$ cat config.mk
export PLATFORM = sky130hd
export DESIGN_NAME = mpt_plb_lookup_stage
export DESIGN_NICKNAME = d
export VERILOG_FILES = /design/src/rtl/mpt_plb_lookup_stage.sv
export SDC_FILE = /design/constraint.sdc
export NUM_CORES = 1
export LEC_CHECK = 0
export BUFFER_PORTS_ARGS = -buffer_cell sky130_fd_sc_hd__buf_2
export CELL_PAD_IN_SITES_DETAIL_PLACEMENT = 0
export CELL_PAD_IN_SITES_GLOBAL_PLACEMENT = 1
export CORE_MARGIN = 2
export CORE_UTILIZATION = 40
export DETAILED_ROUTE_END_ITERATION = 12
export PLACE_DENSITY = 0.66
export SYNTH_ARGS = -nofsm -noshare
export SYNTH_HDL_FRONTEND = slang
export SYNTH_SLANG_ARGS = --single-unit
$ cat constraint.sdc
create_clock -name clk_i -period 11.65 [get_ports clk_i]
set_clock_uncertainty 0.15 [all_clocks]
set_input_delay 0.5825 -clock clk_i [delete_from_list [all_inputs] [get_ports clk_i]]
set_output_delay 0.5825 -clock clk_i [all_outputs]
set_load 0.005 [all_outputs]
$ cat src/rtl/mpt_plb_lookup_stage.sv
// PLB lookup stage: fully-associative cache of MPT permissions keyed by {sdid, ppn}.
// Hits return allow/deny on port 0, misses forward the request to the walker on port 1.
module mpt_plb_lookup_stage #(
   parameter int unsigned PLB_ENTRIES      = 8,
   parameter int unsigned ID_WIDTH         = 4,
   parameter int unsigned PPN_WIDTH        = 20,
   parameter int unsigned SDID_WIDTH       = 6,
   parameter int unsigned SLAVE_DATA_WIDTH = 32
) (
   input  logic                          clk_i,
   input  logic                          rst_i,
   input  logic                          flush_i,
   input  logic                          stage_slave_valid_i,
   output logic                          stage_slave_ready_o,
   input  logic [SLAVE_DATA_WIDTH-1:0]   stage_slave_data_i,
   output logic [1:0]                    stage_master_valid_o,
   input  logic [1:0]                    stage_master_ready_i,
   output logic [2*SLAVE_DATA_WIDTH-1:0] stage_master_data_o,
   input  logic                          refill_valid_i,
   input  logic [SDID_WIDTH-1:0]         refill_sdid_i,
   input  logic [PPN_WIDTH-1:0]          refill_ppn_i,
   input  logic [2:0]                    refill_perm_i
);

   localparam int unsigned IDX_W = $clog2(PLB_ENTRIES);
   localparam int unsigned TAG_W = SDID_WIDTH + PPN_WIDTH;

   logic [PLB_ENTRIES-1:0] ent_valid;
   logic [TAG_W-1:0]       ent_tag  [PLB_ENTRIES];
   logic [2:0]             ent_perm [PLB_ENTRIES];
   logic [IDX_W-1:0]       rep_ptr;

   logic [1:0]                    out_valid;
   logic [2*SLAVE_DATA_WIDTH-1:0] out_data;

   logic [ID_WIDTH-1:0] req_id;
   logic [TAG_W-1:0]    req_tag;
   logic [1:0]          req_acc;
   logic                hit;
   logic [2:0]          hit_perm;
   logic                allow;

   logic [TAG_W-1:0] ref_tag;
   logic             ref_match;
   logic             ref_free;
   logic [IDX_W-1:0] ref_match_idx;
   logic [IDX_W-1:0] ref_free_idx;
   logic [IDX_W-1:0] ref_idx;
   logic             ref_we;

   logic out_take;
   logic accept;

   assign req_id  = stage_slave_data_i[ID_WIDTH-1:0];
   assign req_tag = stage_slave_data_i[ID_WIDTH +: TAG_W];
   assign req_acc = stage_slave_data_i[ID_WIDTH+TAG_W +: 2];
   assign ref_tag = {refill_sdid_i, refill_ppn_i};

   // Tag compare against registered contents; descending scan gives lowest index priority.
   always_comb begin
      hit      = 1'b0;
      hit_perm = '0;
      for (int i = PLB_ENTRIES - 1; i >= 0; i--) begin
         if (ent_valid[i] && (ent_tag[i] == req_tag)) begin
            hit      = 1'b1;
            hit_perm = ent_perm[i];
         end
      end
   end

   always_comb begin
      allow = 1'b0;
      case (req_acc)
         2'b00:   allow = hit_perm[0];
         2'b01:   allow = hit_perm[1];
         2'b10:   allow = hit_perm[2];
         default: allow = 1'b0;
      endcase
   end

   // Refill target: existing tag, else lowest invalid entry, else replacement pointer.
   always_comb begin
      ref_match     = 1'b0;
      ref_free      = 1'b0;
      ref_match_idx = '0;
      ref_free_idx  = '0;
      for (int i = PLB_ENTRIES - 1; i >= 0; i--) begin
         if (ent_valid[i] && (ent_tag[i] == ref_tag)) begin
            ref_match     = 1'b1;
            ref_match_idx = IDX_W'(i);
         end
         if (!ent_valid[i]) begin
            ref_free     = 1'b1;
            ref_free_idx = IDX_W'(i);
         end
      end
      ref_idx = ref_match ? ref_match_idx : (ref_free ? ref_free_idx : rep_ptr);
      ref_we  = refill_valid_i & ~flush_i & ~rst_i;
   end

   always_ff @(posedge clk_i) begin
      if (rst_i || flush_i) begin
         ent_valid <= '0;
         rep_ptr   <= '0;
      end else if (refill_valid_i) begin
         ent_valid[ref_idx] <= 1'b1;
         if (!ref_match && !ref_free) begin
            rep_ptr <= rep_ptr + IDX_W'(1);
         end
      end
   end

   always_ff @(posedge clk_i) begin
      if (ref_we) begin
         ent_tag[ref_idx]  <= ref_tag;
         ent_perm[ref_idx] <= refill_perm_i;
      end
   end

   // Only the port that currently holds the result can release the output register.
   assign out_take            = (out_valid[0] & stage_master_ready_i[0]) |
                                (out_valid[1] & stage_master_ready_i[1]);
   assign stage_slave_ready_o = ~(|out_valid) | out_take;
   assign accept              = stage_slave_valid_i & stage_slave_ready_o;

   always_ff @(posedge clk_i) begin
      if (rst_i) begin
         out_valid <= '0;
         out_data  <= '0;
      end else if (accept) begin
         if (hit) begin
            out_valid <= 2'b01;
            out_data  <= {SLAVE_DATA_WIDTH'(0), SLAVE_DATA_WIDTH'({allow, req_id})};
         end else begin
            out_valid <= 2'b10;
            out_data  <= {stage_slave_data_i, SLAVE_DATA_WIDTH'(0)};
         end
      end else if (out_take) begin
         out_valid <= '0;
      end
   end

   assign stage_master_valid_o = out_valid;
   assign stage_master_data_o  = out_data;

endmodule

# ---- Word-level counts from Yosys, hierarchy flattened
# Memory sizes are Yosys's and may differ from the RTL's.
# Cells that the tools add are included.
dict set report totals {
  ramBits 232
  memories 2
  regBits 77
  input_bits 68
}
dict set report classes {
  add_sub_neg 1
  n_eq_ne 18
  n_reduce_logical 25
  magnitude_cmp 2
  bitwise_logic 11
  n_mux 59
}
# name depth width rd rd_clocked_by_memory_dff wr line_no
set mem_list {}
lappend mem_list {ent_tag 8 26 8 0 1 29} ;# logic [TAG_W-1:0] ent_tag [PLB_ENTRIES];
lappend mem_list {ent_perm 8 3 8 0 1 30} ;# logic [2:0] ent_perm [PLB_ENTRIES];
# operator n
set ops {}
lappend ops {{$eq A26 B26 Y1} 16}
lappend ops {{$mux W3} 26}
lappend ops {{$mux W64} 1}
lappend ops {{$mux W1} 27}
lappend ops {{$logic_and A1 B1 Y1} 18}
lappend ops {{$or A8 B8 Y8} 1}
lappend ops {{$mux W2} 3}
lappend ops {{$and A1 B1 Y1} 5}
lappend ops {{$lt A3 B4 Y1 const B} 1}
lappend ops {{$add A3 B1 Y3 const B} 1}
lappend ops {{$demux W1 S3} 1}
lappend ops {{$ge A3 B1 Y1 const B} 1}
lappend ops {{$not A1 Y1} 3}
lappend ops {{$pmux W1 S3} 1}
lappend ops {{$eq A2 B1 Y1 const B} 1}
lappend ops {{$eq A2 B2 Y1 const B} 1}
lappend ops {{$logic_not A1 Y1} 2}
lappend ops {{$logic_not A2 Y1} 1}
lappend ops {{$or A1 B1 Y1} 2}
lappend ops {{$reduce_and A2 Y1} 1}
lappend ops {{$reduce_bool A2 Y1} 1}
lappend ops {{$reduce_or A2 Y1} 1}
lappend ops {{$logic_or A1 B1 Y1} 1}

# ---- Logic depth before layout (Yosys ltp)
# Gate-level depths: netlist (run 1).
dict set report logic_depth {
  ltp_word 16
  mapped_depth 12
  mapped_depth_nobuf 8
}

# ---- Least setup slack after synthesis (run 1)
# No wires, ideal clock.
dict set report synth_timing {
  path_type {input port to flip-flop}
  start {input refill_ppn_i[18]}
  end {memory ent_perm[7][0] (enable)}
  slack_ns 6.415
  arrival_time_ns 4.634
  required_time_ns 11.049
  path_stages 9
  n_path_buf 1
  cell_sequence {buf_2 xnor2_2 nand4bb_1 or4b_1 or4_4 nand4b_4 o21bai_2 or2_4 nor3_1}
}
dict set report synth_via {
  elab_chain_cells 11
  elab_cells_between_ends 33
}
# item line_no
set synth_rtl {}
lappend synth_rtl {{start: declaration} 21} ;# input logic [PPN_WIDTH-1:0] refill_ppn_i,
lappend synth_rtl {{$eq A26 B26 Y1} 88} ;# if (ent_valid[i] && (ent_tag[i] == ref_tag)) begin
lappend synth_rtl {{$logic_and A1 B1 Y1} 88}
lappend synth_rtl {{$mux W3 or $mux W1 (tied branches) (8 in series)} 88}
lappend synth_rtl {{$mux W3 (*)} 97} ;# ref_idx = ref_match ? ref_match_idx : (ref_free ? ref_free_idx : rep_ptr);
lappend synth_rtl {{end: declaration} 30}
# Mark *: on every way between the ends. The rest lies on a longest branch, timed or not.

# ---- Worst setup path in the final report (run 1)
dict set report layout_timing {
  start {input refill_ppn_i[6]}
  end {memory ent_tag[2][15] (netlist name) (enable)}
}
dict set report layout_via {
  elab_chain_cells 11
  elab_cells_between_ends 33
}
# item line_no
set layout_rtl {}
lappend layout_rtl {{$eq A26 B26 Y1} 88}
lappend layout_rtl {{$logic_and A1 B1 Y1} 88}
lappend layout_rtl {{$mux W3 or $mux W1 (tied branches) (8 in series)} 88}
lappend layout_rtl {{$mux W3 (*)} 97}
lappend layout_rtl {{end: declaration} 29}
# Marked as above.

==> results of run 1 <==
==> power breakdown <==
group | internal [W] | total, W | switching (W) | leakage, nW
registers | 0.00110 | 0.00111 | 0.00000701 | 2.50
logic | 0.0000696 | 0.000231 | 0.000162 | 2.46
clock network | 0.000582 | 0.00102 | 0.000433 | 0.518
==> registers in the layout, indices dropped and copies added (netlist names) <==
signal / count
stage_master_valid_o: 2
stage_master_data_o: 37
ent_valid: 8
ent_perm: 24
rep_ptr: 3
ent_tag: 208
==> cell families (layout without fill, tap and decap cells) <==
kind of cell             after synthesis  in the layout  share of synthesized area
XOR/XNOR                             419            419                      0.244
multiplexers                           3              3                    0.00206
flip-flops                           282            282                      0.525
AO/OA/AOI/OAI                         90             90                     0.0408
adder cells (fa/ha/maj)                1              1                   0.000825
other                                  1             27                   0.000247
buffers and inverters                115            197                     0.0418
AND/OR/NAND/NOR                      387            387                      0.145
==> layout make-up <==
| type | instances | area [sq um] |
|---|---|---|
| clock buffer | 45 | 923 |
| clock inverter | 16 | 110 |
| fill | 3546 | 20500 |
| inverter | 14 | 52.6 |
| multi-input combinational | 927 | 6690 |
| sequential | 282 | 7970 |
| tap | 511 | 639 |
| timing repair buffer | 122 | 648 |
==> critical path: stages <==
cell and delay, ns:
buf_2 0.48, xor2_1 0.18, nand4bb_1 0.22, or4b_1 0.53
nor4_1 0.57, nand4b_4 0.29, nor3_2 0.09, and3b_1 0.56
and3_1 0.56, buf_4 0.38
==> per-stage QoR <==
| step | hold WS (ns) | instance area, sq um | utilization | power [W] |
|---|---|---|---|---|
| after floorplan | 0.298 | 15300 | - | 0.00127 |
| after global placement | 0.284 | 16000 | 0.427 | 0.00136 |
| after detailed placement | 0.291 | 16000 | 0.427 | 0.00136 |
| after CTS | 0.145 | 17000 | 0.454 | 0.00237 |
| after global routing | 0.157 | 17000 | 0.454 | 0.00243 |
| final | 0.164 | 17000 | 0.454 | 0.00236 |
==> synth_stat cells, drive strengths merged (8+ instances only) <==
library cell,n
or4,19
and3,8
inv,14
nor3,29
nor4,50
nand2,64
dfxtp,50
a21oi,38
buf,81
nand3,60
nor2,25
edfxtp,232
xor2,139
clkbuf,20
nand4,99
xnor2,280
==> path summary, 6_finish.rpt <==
path / to / from / cells after the start
max: ent_tag[2][15] / refill_ppn_i[6] / 10
min: stage_master_data_o[35] / stage_slave_data_i[3] / 3
max reg2reg: ent_tag[2][15] / ent_tag[4][11] / 9
min reg2reg: stage_master_data_o[1] / stage_master_data_o[1] / 2
==> per-layer routing <==
layer | track usage | wire, microns
met1 | 0.358 | 22600
met5 | 0 | 0
met4 | 0.119 | 2350
met2 | 0.459 | 25700
met3 | 0.0358 | 3230
==> reports/results.ini, run 1 <==
[sta]
finalCritPeriodShare = 0.379
timing_worst_slew_pin_value_ns = 1.03
setup_viol = 0
post_layout_minimum_cycle_time_ns = 4.41
final_hold_violation_count = 0
final_critical_path_setup_slack_ns = 7.24
finalSetupTns_ns = 0
grt_setup_unrepaired = false
maxClockFrequency_mhz = 227
maxSlewHeadroom = 0.305
slew_violations = 0

[floorplan]
ios = 135
row_count = 71
floorplan.die_area_sq_um = 39500
core_area_sq_um = 37500
floorplan.initialDensity = 0.404
die_w_microns = 199
die_height_microns = 199

[setup_path]
path_class = input pin to flip-flop
cp_launch_type = input pin
required_ns = 11.71
critPathCaptureType = flip-flop
critPathArrivalTime_ns = 4.47
timing.critical_path.fanout_max = 20
worst-r2r-setup-slack_ns = 7.33

[power_and_ir_drop]
p_leak_nw = 5.47
powerDensity_nw_per_um2 = 138
power.ir.vdd_worst_uv = 139

[synth]
synth.yosys.seq_area_share = 0.525
synth-main-ff-cell = edfxtp_1
synth-async-reset-ratio = 0
synth_cells = 1298
synth_top_area_cell = edfxtp_1
synth.top_cell.area_share = 0.459
synth_area_sq_um = 15200
synth_edf_count = 232
post_synth.cell_area_avg_sq_um = 11.7
ys_ff_latch = 282
synth.top_cells.by_area = edfxtp_1 46%, xnor2_1 16%, xor2_1 8.0%
synth_cell_types = 68
yosys_warnings = 0

[detailed_routing]
post-route-drc-count = 0
vias = 10833
vias_per_cell = 5.65
antenna_left = 0
detailedRoute.firstIterationViolations = 936
drt_first_pass_iters = 5
wire_per_inst_microns = 28.1
finalWirelength_mm = 53.8

[clocking]
clkTransAtPathRegs_ns = 0.06
post_cts_hold_buffer_count = 0
cts_root_buf = clkbuf_16
clock_tree.buffer_depth = 3
tritoncts.num_buffers = 35
post-cts-setup-buffer-count = 0
cts_repair_resized_insts = 0
worstSkewPairLatency_ns = 0.55
cts_tree = built
htreeDepth = 2
clock-sinks = 282

[global_route]
number_of_antenna_violations_at_the_first_check_in_global_routing = 0
globalRouteTotalUtil = 0.275
grt_pass1_wl_mm = 75.6
grt.overflow.total = 0
grt_pass1_vias = 10554
grt_max_degree = 45

[place]
place_hpwl_mm = 36.2
place.detailed.instances = 1856
port_buffers = 107
dp_worst_setup_slack_ns = 6.68
gp_congestion = 0.953

[final_layout]
drive_gt1_frac = 0.138
antenna_cells_inserted = 0
nets = 1451
commonest_non_fill_non_tap_cells_in_the_layout = 278 x xnor2_1, 232 x edfxtp_1, 138 x xor2_1, 107 x buf_2, 99 x nand4_1
final_cells = 1917
layout-area-overhead-vs-synth_pct = 12.3
most_common_library_cell_in_the_layout_ignoring_fill_and_taps = xnor2_1

[worst_hold_path]
hold_path.class = input pin to flip-flop

[job]
drv.max_cap_violation_count = 0

[run_status]
outcome = complete, no violations

(Power assumes the default switching activity.)
==> inputs of run 2 (changes only) <==
--- a/config.mk
+++ b/config.mk
@@ -11,7 +11,7 @@
 export CORE_MARGIN = 2
 export CORE_UTILIZATION = 40
 export DETAILED_ROUTE_END_ITERATION = 12
-export PLACE_DENSITY = 0.66
+export PLACE_DENSITY = 0.69
 export SYNTH_ARGS = -nofsm -noshare
 export SYNTH_HDL_FRONTEND = slang
 export SYNTH_SLANG_ARGS = --single-unit
==> constraint.sdc (replaced) <==
create_clock -name clk_i -period 3.9 [get_ports clk_i]
set_clock_uncertainty 0.15 [all_clocks]
set_input_delay 0.195 -clock clk_i [delete_from_list [all_inputs] [get_ports clk_i]]
set_output_delay 0.195 -clock clk_i [all_outputs]
set_load 0.005 [all_outputs]
==> reports/results.ini, run 2 (synthesized netlist as in run 1, its figures left out) <==
[place]
port_buffers = 107
gp_congestion = 0.985
placedInstanceArea_sq_um = 16600
place_hpwl_mm = 39.8
dp_worst_setup_slack_ns = 0.217

[sta]
maxClockFrequency_mhz = 264
finalCritPeriodShare = 0.971
final_critical_path_setup_slack_ns = 0.114
slew_violations = 0
post_layout_minimum_cycle_time_ns = 3.79
setup_viol = 0
finalSetupTns_ns = 0
maxSlewHeadroom = 0.298
final_hold_violation_count = 0
grt_setup_unrepaired = false
timing_worst_slew_pin_value_ns = 1.05

[power_and_ir_drop]
power.share.combinational = 0.106
power.share.sequential = 0.446
power_switching_w = 0.00183
clock_network_power_share = 0.447
cell_internal_pwr_w = 0.00559
finalPower_w = 0.00742
switching_share = 0.247
power.ir.vdd_worst_uv = 395
powerDensity_nw_per_um2 = 410
p_leak_nw = 6.00

[setup_path]
worst-r2r-cell-count = 9
critPathArrivalTime_ns = 3.85
worst_path_max_stage_delay_ns = 0.64
timing.rr.end = ent_tag[4][0]
crit_chain = dlygate4sd3_1 > buf_2 > xnor2_1 > nand4bb_1 > or4b_1 > nor4_1 > nand4b_4 > o21bai_2 > or2_4 > nor4b_4 > buf_12
cp_launch_type = input pin
r2r-start = ent_tag[4][3]
worst-r2r-setup-slack_ns = 0.20
timing.critical_path.fanout_max = 29
startpoint = refill_sdid_i[4]
critPathCaptureType = flip-flop
required_ns = 3.97
path_class = input pin to flip-flop
critical_path_top_delay_cell = nor4_1

[final_layout]
largest_register_ffs = 208
ff_latch_area_sq_um = 7970
antenna_cells_inserted = 0
layout-area-overhead-vs-synth_pct = 19.4
registers.top_by_ff_count = ent_tag
finish.instance_area_sq_um = 18100
nets = 1542
most_common_library_cell_in_the_layout_ignoring_fill_and_taps = xnor2_1
final.fill_count = 3423
footprint_of_the_multi_input_gates_sq_um = 6710
finalCoreUtilization = 0.483
commonest_non_fill_non_tap_cells_in_the_layout = 278 x xnor2_1, 232 x edfxtp_1, 138 x xor2_1, 107 x buf_2, 99 x nand4_1
drive_gt1_frac = 0.168

[worst_hold_path]
worstHoldEndpoint = stage_master_data_o[55]
hold_path.class = input pin to flip-flop
timing.hold.worst.start = stage_slave_data_i[23]
hold_depth = 3

[detailed_routing]
post-route-drc-count = 0
drt_first_pass_iters = 5
vias_per_cell = 5.77
wire_per_inst_microns = 27.9
vias = 11598
finalWirelength_mm = 56.0
detailedRoute.firstIterationViolations = 1382
antenna_left = 0

[clocking]
tritoncts.num_buffers = 35
htreeDepth = 2
clock_tree.buffer_depth = 3
cts_root_buf = clkbuf_16
cts_tree = built
clock-sinks = 282
post-cts-setup-buffer-count = 0
worstSkewPairLatency_ns = 0.54
clkTransAtPathRegs_ns = 0.06
cts_repair_resized_insts = 0

[floorplan]
row_count = 71
floorplan.initialDensity = 0.404
ios = 135
die_w_microns = 199
floorplan.die_area_sq_um = 39500
die_height_microns = 199
core_area_sq_um = 37500

[global_route]
globalRouteTotalUtil = 0.284
grt_pass1_wl_mm = 78.7
grt_max_degree = 44
number_of_antenna_violations_at_the_first_check_in_global_routing = 0
grt.overflow.total = 0
grt_pass1_vias = 11022

[job]
drv.max_cap_violation_count = 0

[run_status]
outcome = complete, no violations

[run 2: cell types whose count changed in the layout (fill, tap and decap cells not counted), sizes merged]
cell,previous run,this run
clkinvlp,0,2
bufinv,1,3
buf,122,177
clkinv,14,6
dlygate4sd3,0,36
inv,15,14
clkbuf,45,51
[run 2: layout make-up]
class,instances,area share
timing repair buffer,213,0.0868
inverter,14,0.00290
clock buffer,51,0.0568
clock inverter,11,0.00747
tap,511,0.0353
multi-input combinational,927,0.370
sequential,282,0.440
[run 2: critical path, delay by kind of cell]
kind / cells / cell delay [ns]
AO/OA/AOI/OAI: 1 / 0.11
XOR/XNOR: 1 / 0.20
buffers and inverters: 3 / 1.13
AND/OR/NAND/NOR: 6 / 2.18
[run 2: routing by layer]
metal | GRT usage | part of all wire
met4 | 0.107 | 0.040
met1 | 0.393 | 0.42
met5 | 0 | 0
met3 | 0.0536 | 0.096
met2 | 0.443 | 0.44
[run 2: power by group through the flow]
stage | combinational (W) | clock (W) | sequential, W
floorplan | 0.000420 | 0 | 0.00338
global placement | 0.000746 | 0 | 0.00337
detailed placement | 0.000743 | 0 | 0.00338
CTS | 0.000774 | 0.00335 | 0.00331
global route | 0.000828 | 0.00347 | 0.00331
finish | 0.000789 | 0.00332 | 0.00331
[run 2: how the worst max path moves through the flow]
| stage | endpoint | slack (ns) |
|---|---|---|
| after floorplan | ent_perm[1][0] | -0.81 |
| after global routing | ent_tag[4][21] | 0.04 |
| final | ent_tag[4][0] | 0.11 |
| after global placement | ent_tag[3][16] | 0.29 |
| after CTS | ent_tag[4][23] | 0.25 |
| after detailed placement | ent_tag[4][23] | 0.22 |
[run 2: stage by stage]
stage | hold WS (ns) | instances
after global routing | 0.0195 | 2009
after global placement | 0.284 | 1911
after CTS | 0.000435 | 2008
after floorplan | 0.122 | 1324
final | 0.0256 | 2009
after detailed placement | 0.290 | 1911
[run 2: what timing repair did]
item,4_1_cts,5_1_grt
hold endpoints to repair,101,1
hold buffers,35,1
endpoints found under the setup margin,0,0
==> inputs of run 3 (changes only) <==
--- a/config.mk
+++ b/config.mk
@@ -9,9 +9,9 @@
 export CELL_PAD_IN_SITES_DETAIL_PLACEMENT = 0
 export CELL_PAD_IN_SITES_GLOBAL_PLACEMENT = 1
 export CORE_MARGIN = 2
-export CORE_UTILIZATION = 40
+export CORE_UTILIZATION = 44
 export DETAILED_ROUTE_END_ITERATION = 12
-export PLACE_DENSITY = 0.69
+export PLACE_DENSITY = 0.75
 export SYNTH_ARGS = -nofsm -noshare
 export SYNTH_HDL_FRONTEND = slang
 export SYNTH_SLANG_ARGS = --single-unit
==> reports/results.ini, run 3 (synthesized netlist as in run 1, its figures left out) <==
[clocking]
cts_repair_resized_insts = 0
cts_root_buf = clkbuf_16
cts_tree = built
clkTransAtPathRegs_ns = 0.06
clock_tree.buffer_depth = 3
htreeDepth = 2
post-cts-setup-buffer-count = 0
worstSkewPairLatency_ns = 0.51
tritoncts.num_buffers = 34
clock-sinks = 282

[global_route]
grt.overflow.total = 0
globalRouteTotalUtil = 0.297
globalRoute.busiestLayer = met2
grt.met2_usage = 0.468
number_of_antenna_violations_at_the_first_check_in_global_routing = 0
grt_max_degree = 44
grt_pass1_vias = 11177
use_met3 = 0.0487
grt_pass1_wl_mm = 76.5
use_met1 = 0.413

[detailed_routing]
finalWirelength_mm = 53.5
post-route-drc-count = 0
drt_first_pass_iters = 6
wire_per_inst_microns = 27.6
vias_per_cell = 5.93
antenna_left = 0
detailedRoute.firstIterationViolations = 1429
vias = 11474

[final_layout]
registers.top_by_ff_count = ent_tag
nets = 1533
largest_register_ffs = 208
finish.instance_area_sq_um = 17900
finalCoreUtilization = 0.531
layout-area-overhead-vs-synth_pct = 18.0
antenna_cells_inserted = 0
commonest_non_fill_non_tap_cells_in_the_layout = 278 x xnor2_1, 232 x edfxtp_1, 138 x xor2_1, 107 x buf_2, 99 x nand4_1
most_common_library_cell_in_the_layout_ignoring_fill_and_taps = xnor2_1
drive_gt1_frac = 0.171
final_cells = 1936

[floorplan]
core_area_sq_um = 33700
ios = 135
die_height_microns = 190
row_count = 67
floorplan.initialDensity = 0.450
floorplan.die_area_sq_um = 36000
die_w_microns = 190

[worst_hold_path]
hold_path.class = input pin to flip-flop
timing.hold.worst.start = refill_ppn_i[1]
hold_depth = 2
worstHoldEndpoint = ent_tag[2][1]

[sta]
grt_setup_unrepaired = false
timing_worst_slew_pin_value_ns = 0.884
maxClockFrequency_mhz = 272
slew_violations = 0
final_critical_path_setup_slack_ns = 0.221
maxSlewHeadroom = 0.405
post_layout_minimum_cycle_time_ns = 3.68
setup_viol = 0
finalCritPeriodShare = 0.943
final_hold_violation_count = 0

[setup_path]
worstPathBufferInverterCount = 5
path_class = input pin to flip-flop
timing.rr.end = ent_tag[2][6]
worst-r2r-setup-slack_ns = 0.34
critical_path_top_delay_cell = dlygate4sd3_1
crit_chain = dlygate4sd3_1 > buf_2 > buf_4 > xnor2_1 > nand2_1 > or4_1 > nor4_1 > buf_4 > nand4b_1 > o21bai_2 > nor2b_1 > and3_1 > buf_12
worst-r2r-cell-count = 10
required_ns = 3.95
critPathArrivalTime_ns = 3.73
worst_path_max_stage_delay_ns = 0.52
timing.critical_path.fanout_max = 29
cpMostUsedCell = buf_4
critical_path.top_delay_family = simple AND/OR/NAND/NOR gates
cp_launch_type = input pin
r2r-start = ent_tag[0][25]
critPathCaptureType = flip-flop

[power_and_ir_drop]
power.share.combinational = 0.106
cell_internal_pwr_w = 0.00551
power.share.sequential = 0.456
switching_share = 0.242
power.ir.vdd_worst_uv = 331
powerDensity_nw_per_um2 = 406
power_switching_w = 0.00176
p_leak_nw = 5.96
clock_network_power_share = 0.438
finalPower_w = 0.00727

[job]
drv.max_cap_violation_count = 0

[run_status]
outcome = complete, no violations

[place]
dp_worst_setup_slack_ns = 0.260
gp_congestion = 0.986
port_buffers = 107
place.detailed.instances = 1850
placedInstanceArea_sq_um = 16500
place_hpwl_mm = 37.7

-- run 3: cell types whose count changed in the layout (fill, tap and decap cells not counted), sizes merged --
cell / before / now
clkinv: 6 / 14
clkinvlp: 2 / 0
clkbuf: 51 / 43
dlygate4sd3: 36 / 26
buf: 177 / 179
-- run 3: worst max path at each step --
| stage | slack [ns] | start | cells past startpoint | endpoint |
|---|---|---|---|---|
| 6_report | 0.22 | refill_ppn_i[19] | 13 | ent_tag[2][6] |
| 5_1_grt | 0.01 | refill_ppn_i[19] | 13 | ent_tag[2][3] |
| 4_1_cts | 0.22 | refill_ppn_i[19] | 13 | ent_tag[2][3] |
| 3_5_place_dp | 0.26 | refill_ppn_i[19] | 12 | ent_tag[2][9] |
| 3_3_place_gp | 0.32 | refill_ppn_i[19] | 12 | ent_tag[0][18] |
| 2_1_floorplan | -0.81 | ent_tag[0][11] | 8 | ent_perm[1][0] |
-- run 3: cell type report --
type                    count  area (sq um)
well taps                 448           561
clock inverters            17           156
multi-input cells         927          6710
clock buffers              43           968
inverters                  14          52.6
fillers                  2964         15800
repair buffers            205          1490
flip-flops and latches    282          7970
-- run 3: stage by stage --
step                      hold WS [ns]  setup TNS (ns)
after CTS                       0.0147               0
after global routing            0.0133               0
final                           0.0261               0
after global placement           0.285               0
after detailed placement         0.291               0
after floorplan                  0.122          -49.27
-- run 3: what timing repair did --
| item | 4_1_cts | 5_1_grt |
|---|---|---|
| endpoints found under the hold margin | 71 | 0 |
| hold buffers | 26 | 0 |
| setup endpoints to repair | 0 | 0 |
-- run 3: per-layer routing --
metal  vias to the layer above  part of all wire
met5                         -                 0
met4                         0             0.040
met3                       118             0.095
met2                       645              0.45
met1                      5706              0.41
li1                       5005                 -
-- run 3: worst reg2reg max path: stages, from the launching register on --
cell and delay (ns):
edfxtp_1 0.41, xnor2_1 0.26, nand4_1 0.12, or4_1 0.54, nor4_1 0.41, buf_4 0.20
nand4b_1 0.19, o21bai_2 0.19, nor2b_1 0.29, and3_1 0.26, buf_12 0.22
-- run 3: power by group through the flow --
stage	logic [W]	clock network, W	registers [W]
2_1_floorplan	0.000420	0	0.00338
3_3_place_gp	0.000735	0	0.00337
3_5_place_dp	0.000738	0	0.00338
4_1_cts	0.000762	0.00321	0.00331
5_1_grt	0.000813	0.00334	0.00331
6_report	0.000774	0.00318	0.00331
